--- src/rtl/cpu_types_pkg.sv ---
// cpu_types_pkg: shared datapath types.
//   word_t      - 32-bit machine word
//   ramstate_t  - handshake state reported by the unified RAM
//   arb_state_t - mem_arbiter FSM state, exported so benches can probe it
package cpu_types_pkg;

    typedef logic [31:0] word_t;

    typedef enum logic [1:0] {
        FREE   = 2'd0,
        BUSY   = 2'd1,
        ACCESS = 2'd2,
        ERROR  = 2'd3
    } ramstate_t;

    typedef enum logic [1:0] {
        IDLE   = 2'd0,
        I_XFER = 2'd1,
        D_XFER = 2'd2
    } arb_state_t;

    // Width of the data-streak counter; STREAK_LIMIT must fit in it.
    localparam int STREAK_W = 4;

endpackage

--- src/rtl/mem_arbiter.sv ---
// mem_arbiter: shares the single unified RAM port between instruction fetch
// and the data requester.
//
// Ports:
//   CLK, nRST              clock, async active-low reset
//   iREN, iaddr            fetch request / word address
//   iwait, iload           fetch stall (0 only on completion) / read data
//   dREN, dWEN             data read / write request (write wins if both)
//   daddr, dstore          data address / write value
//   dwait, dload           data stall (0 only on completion) / read data
//   ramREN, ramWEN         RAM enables
//   ramaddr, ramstore      RAM address / write data
//   ramload, ramstate      RAM read data / RAM handshake state
//   dbg_state, dbg_streak  FSM state and streak counter, for observation
//
// Handshake: a requester raises its request and holds request, address and
// store data stable while its wait is 1. Its wait drops to 0 for exactly the
// one cycle in which the RAM reports ACCESS, and load data is valid only in
// that cycle. Dropping the request mid-transfer aborts without completion.
module mem_arbiter
    import cpu_types_pkg::*;
#(
    parameter int STREAK_LIMIT = 4
) (
    input  logic                CLK,
    input  logic                nRST,
    input  logic                iREN,
    input  word_t               iaddr,
    output logic                iwait,
    output word_t               iload,
    input  logic                dREN,
    input  logic                dWEN,
    input  word_t               daddr,
    input  word_t               dstore,
    output logic                dwait,
    output word_t               dload,
    output logic                ramREN,
    output logic                ramWEN,
    output word_t               ramaddr,
    output word_t               ramstore,
    input  word_t               ramload,
    input  ramstate_t           ramstate,
    output arb_state_t          dbg_state,
    output logic [STREAK_W-1:0] dbg_streak
);

    localparam logic [STREAK_W-1:0] LIMIT = STREAK_W'(STREAK_LIMIT);

    arb_state_t          state, next_state;
    logic [STREAK_W-1:0] streak, next_streak;
    logic                d_req;

    assign d_req      = dREN | dWEN;
    assign dbg_state  = state;
    assign dbg_streak = streak;

    always_ff @(posedge CLK or negedge nRST) begin
        if (!nRST) begin
            state  <= IDLE;
            streak <= '0;
        end else begin
            state  <= next_state;
            streak <= next_streak;
        end
    end

    always_comb begin
        next_state  = state;
        next_streak = streak;
        ramREN      = 1'b0;
        ramWEN      = 1'b0;
        ramaddr     = '0;
        ramstore    = '0;
        iwait       = 1'b1;
        dwait       = 1'b1;
        iload       = '0;
        dload       = '0;

        unique case (state)
            IDLE: begin
                // Data has priority unless a waiting fetch has already seen
                // STREAK_LIMIT data grants in a row.
                if (d_req && (!iREN || streak < LIMIT)) begin
                    next_state = D_XFER;
                    if (iREN && streak < LIMIT)
                        next_streak = streak + 1'b1;
                end else if (iREN) begin
                    next_state  = I_XFER;
                    next_streak = '0;
                end
            end

            I_XFER: begin
                ramaddr = iaddr;
                if (!iREN) begin
                    // Abort: enables already low, no completion.
                    next_state = IDLE;
                end else begin
                    ramREN = 1'b1;
                    if (ramstate == ACCESS) begin
                        iwait      = 1'b0;
                        iload      = ramload;
                        next_state = IDLE;
                    end
                end
            end

            D_XFER: begin
                ramaddr  = daddr;
                ramstore = dstore;
                if (!d_req) begin
                    next_state = IDLE;
                end else begin
                    ramWEN = dWEN;
                    ramREN = ~dWEN;
                    if (ramstate == ACCESS) begin
                        dwait      = 1'b0;
                        dload      = dWEN ? '0 : ramload;
                        next_state = IDLE;
                    end
                end
            end

            default: next_state = IDLE;
        endcase
    end

endmodule

--- config.mk ---
export PLATFORM = sky130hd
export DESIGN_NAME = mem_arbiter
export DESIGN_NICKNAME = d
export VERILOG_FILES = /design/src/rtl/cpu_types_pkg.sv /design/src/rtl/mem_arbiter.sv
export SDC_FILE = /design/constraint.sdc
export NUM_CORES = 1
export LEC_CHECK = 0
export BUFFER_PORTS_ARGS = -buffer_cell sky130_fd_sc_hd__buf_2
export CORE_AREA = 2 2 105 107
export DETAILED_ROUTE_END_ITERATION = 8
export DIE_AREA = 0 0 107 109
export SLEW_MARGIN = 15
export SYNTH_ARGS = -nofsm -noshare
export SYNTH_HDL_FRONTEND = slang
export SYNTH_SLANG_ARGS = --single-unit
export TNS_END_PERCENT = 20
--- constraint.sdc ---
create_clock -name CLK -period 3.7 [get_ports CLK]
set_input_delay 0.555 -clock CLK [delete_from_list [all_inputs] [get_ports CLK]]
set_output_delay 0.555 -clock CLK [all_outputs]
set_load 0.01 [all_outputs]
==> qor.yml <==
pwr_density_cell_nw_per_um2: 446
outcome: "completed"
post-cts-setup-buffers: 0
track_usage: 0.114
grt_pass1_wl_um: 11100
vdd_ir_drop_max_mv: 0.356
numCtsBuffers: 3
residual_antenna_violating_net_count_after_detailed_routing: 0
cts_max_level: 1
via_count_of_the_first_global_routing_pass: 2154
critical_path.max_fanout: 33
max_freq_mhz: 365
holdWs_ps: 141
filler_cell_count: 1157
startpoint_class_of_the_critical_path: "flop"
detailroute.wirelength.met2_um: 4120
layout_min_cycle_time_ps: 2740
areaGrowthSynthToFinish_pct: 89.2
via_cell_ratio: 4.31
drt-met1-wl_um: 3530
ctsLongestPathBuffers: 2
dr_total_vias: 2691
cts_root_buf: "sky130_fd_sc_hd__clkbuf_8"
place.detailed.hpwl_um: 6640
design.die.area_sq_um: 11700
fin_setup_tns_ps: 0
worst-endpoint-required_ps: 3140
synth.ff_latch_count: 6
crit_path_launch: "dbg_state[0]"
initialDrtViolationCount: 157
layout-drive-gt1-share: 0.581
tritoncts: "done"
finalMaxSlewViolations: 0
final_min_period_over_clock_period: 0.740
postRouteWirelength_um: 8220
synth-seq-area-share: 0.0930
synth_top_cells_by_area: "sky130_fd_sc_hd__and3_1, sky130_fd_sc_hd__a22oi_1, sky130_fd_sc_hd__and2_1, sky130_fd_sc_hd__nor2b_1, sky130_fd_sc_hd__dfrtp_1"
drc_errors: 0
synthDistinctLibCells: 25
post_synth_net_total: 374
portion_of_synthesized_cell_area_occupied_by_the_leading_cell_type: 0.248
drtPass1Iterations: 4
fp-row-count: 38
rsz0062_at_grt: "false"
netlist_area_sq_um: 1620
antenna_cells: 0
hold_path.class: "input pin to async pin"
largest_net_degree_at_the_start_of_global_routing: 67
place_worst_setup_slack_ps: 1260
design.portCount: 273
dr.max_layer_used: "met4"
worst_skew_pair.late_latency_ps: 230
crit_path_end_kind: "output pin"
syn-instance-count: 234
worst-endpoint-arrival_ps: 2180
worstMarginPinSlew_ps: 942
gp_congestion: 0.845
regToRegStartpoint: "dbg_state[1]"
io_buffers: 272
antenna_found_initial: 0
die_height_um: 109
p_total_mw: 1.36
core_area_sq_um: 10600
worst_setup_hold_path_clk_slew_ps: 40
timing.clock.skew_ps: 5.25
post_cts_resize_count: 0
yosys.area.top_type: "sky130_fd_sc_hd__and3_1"
cts_hold_buffers: 0
setup_viol: 0
avg_cell_area_syn_sq_um: 6.90
nets: 626
dr_wl_met3_um: 536
static-leakage-power_nw: 2.05
post-route-worst-setup-slack_ps: 962
synth_warnings: 0
crit_type: "flop to output pin"
clock_sinks: 6
floorplan.die.width_um: 107
timing.max_cap.violations: 0
average_detailed_routed_wire_length_per_instance_um: 13.2
hold_viol_final: 0
initial_utilization: 0.152
slew_headroom: 0.372
grt.overflow.total: 0
critical path: stages, from the launching register on:
cell and delay, ps:
sky130_fd_sc_hd__dfrtp_1 440, sky130_fd_sc_hd__inv_1 110, sky130_fd_sc_hd__ha_2 180, sky130_fd_sc_hd__and3b_1 780
sky130_fd_sc_hd__and3_1 290, sky130_fd_sc_hd__buf_2 140
final cells by class:
class / instances / area [sq um] / area share
Inverter: 3 / 11.3 / 0.00368
Clock buffer: 3 / 41.3 / 0.0135
Tap cell: 140 / 175 / 0.0573
Sequential cell: 6 / 150 / 0.0491
Timing Repair Buffer: 275 / 1380 / 0.453
Multi-Input combinational cell: 197 / 1290 / 0.424
path summary, 6_finish.rpt:
| check | end | slack (ps) | cells past startpoint |
|---|---|---|---|
| setup / recovery | dload[26] | 960 | 5 |
| hold reg to reg | dbg_streak[1] | 520 | 2 |
| min in group CLK | dbg_streak[1] | 520 | 2 |
| max in group asynchronous | dbg_streak[0] | 3410 | 1 |
| hold / removal | dbg_streak[3] | 140 | 1 |
| setup reg to reg | dbg_state[0] | 1940 | 6 |
cells in the mapped netlist:
cell type / number
sky130_fd_sc_hd__and3_1: 64
sky130_fd_sc_hd__nor4b_1: 1
sky130_fd_sc_hd__and3b_1: 1
sky130_fd_sc_hd__clkbuf_1: 8
sky130_fd_sc_hd__or2_1: 1
sky130_fd_sc_hd__clkbuf_2: 4
sky130_fd_sc_hd__inv_1: 3
sky130_fd_sc_hd__nand4_1: 2
sky130_fd_sc_hd__a211o_1: 1
sky130_fd_sc_hd__nand2b_1: 2
sky130_fd_sc_hd__nor2b_2: 1
sky130_fd_sc_hd__o21a_1: 2
sky130_fd_sc_hd__and2_4: 1
sky130_fd_sc_hd__a22oi_1: 32
sky130_fd_sc_hd__and2_1: 34
sky130_fd_sc_hd__nor2_1: 1
sky130_fd_sc_hd__ha_1: 5
sky130_fd_sc_hd__buf_2: 11
sky130_fd_sc_hd__nand2_1: 8
sky130_fd_sc_hd__o21ai_0: 4
sky130_fd_sc_hd__nor2b_1: 32
sky130_fd_sc_hd__o2111ai_1: 2
sky130_fd_sc_hd__dfrtp_1: 6
sky130_fd_sc_hd__buf_6: 5
sky130_fd_sc_hd__nand3_1: 3
routing by layer:
metal,up-vias,track usage
li1,1329,-
met1,1248,0.165
met2,111,0.183
met3,3,0.0126
met4,0,0.0250
met5,-,0
kinds of logic after synthesis:
family / share of synthesized area
AND/OR/NAND/NOR: 0.575
AO/OA/AOI/OAI: 0.187
buffers and inverters: 0.107
flip-flops: 0.0929
adder cells (fa/ha/maj): 0.0387
state kept, by name (all words and copies together) (netlist names):
| signal | cells |
|---|---|
| dbg_state | 2 |
| dbg_streak | 4 |
where the power goes:
part	switching (mW)	internal [mW]
clock network	0.0306	0.0701
logic	0.636	0.510
registers	0.0286	0.0880
total	0.695	0.668
cells in the final DEF (no fill, tap or decap), types with 2 or more instances in the layout:
master and count:
sky130_fd_sc_hd__and2_1 34, sky130_fd_sc_hd__buf_2 272, sky130_fd_sc_hd__ha_1 4, sky130_fd_sc_hd__nand2b_1 2
sky130_fd_sc_hd__clkbuf_8 3, sky130_fd_sc_hd__dfrtp_1 6, sky130_fd_sc_hd__nand2_1 8, sky130_fd_sc_hd__a22oi_1 32
sky130_fd_sc_hd__o21a_1 2, sky130_fd_sc_hd__buf_4 3, sky130_fd_sc_hd__inv_1 3, sky130_fd_sc_hd__and3_1 64
sky130_fd_sc_hd__nor2b_1 32, sky130_fd_sc_hd__o2111ai_1 2, sky130_fd_sc_hd__o21ai_0 4, sky130_fd_sc_hd__nand4_1 2
sky130_fd_sc_hd__nand3_1 3
stage by stage:
stage,instances,utilization,cell area (sq um)
final,624,0.288,3060
after global routing,624,0.288,3060
after CTS,624,0.288,3060
after detailed placement,621,0.284,3020
after global placement,621,0.284,3020
after floorplan,234,-,1620
No activity file was read; power rests on OpenSTA's default activity.
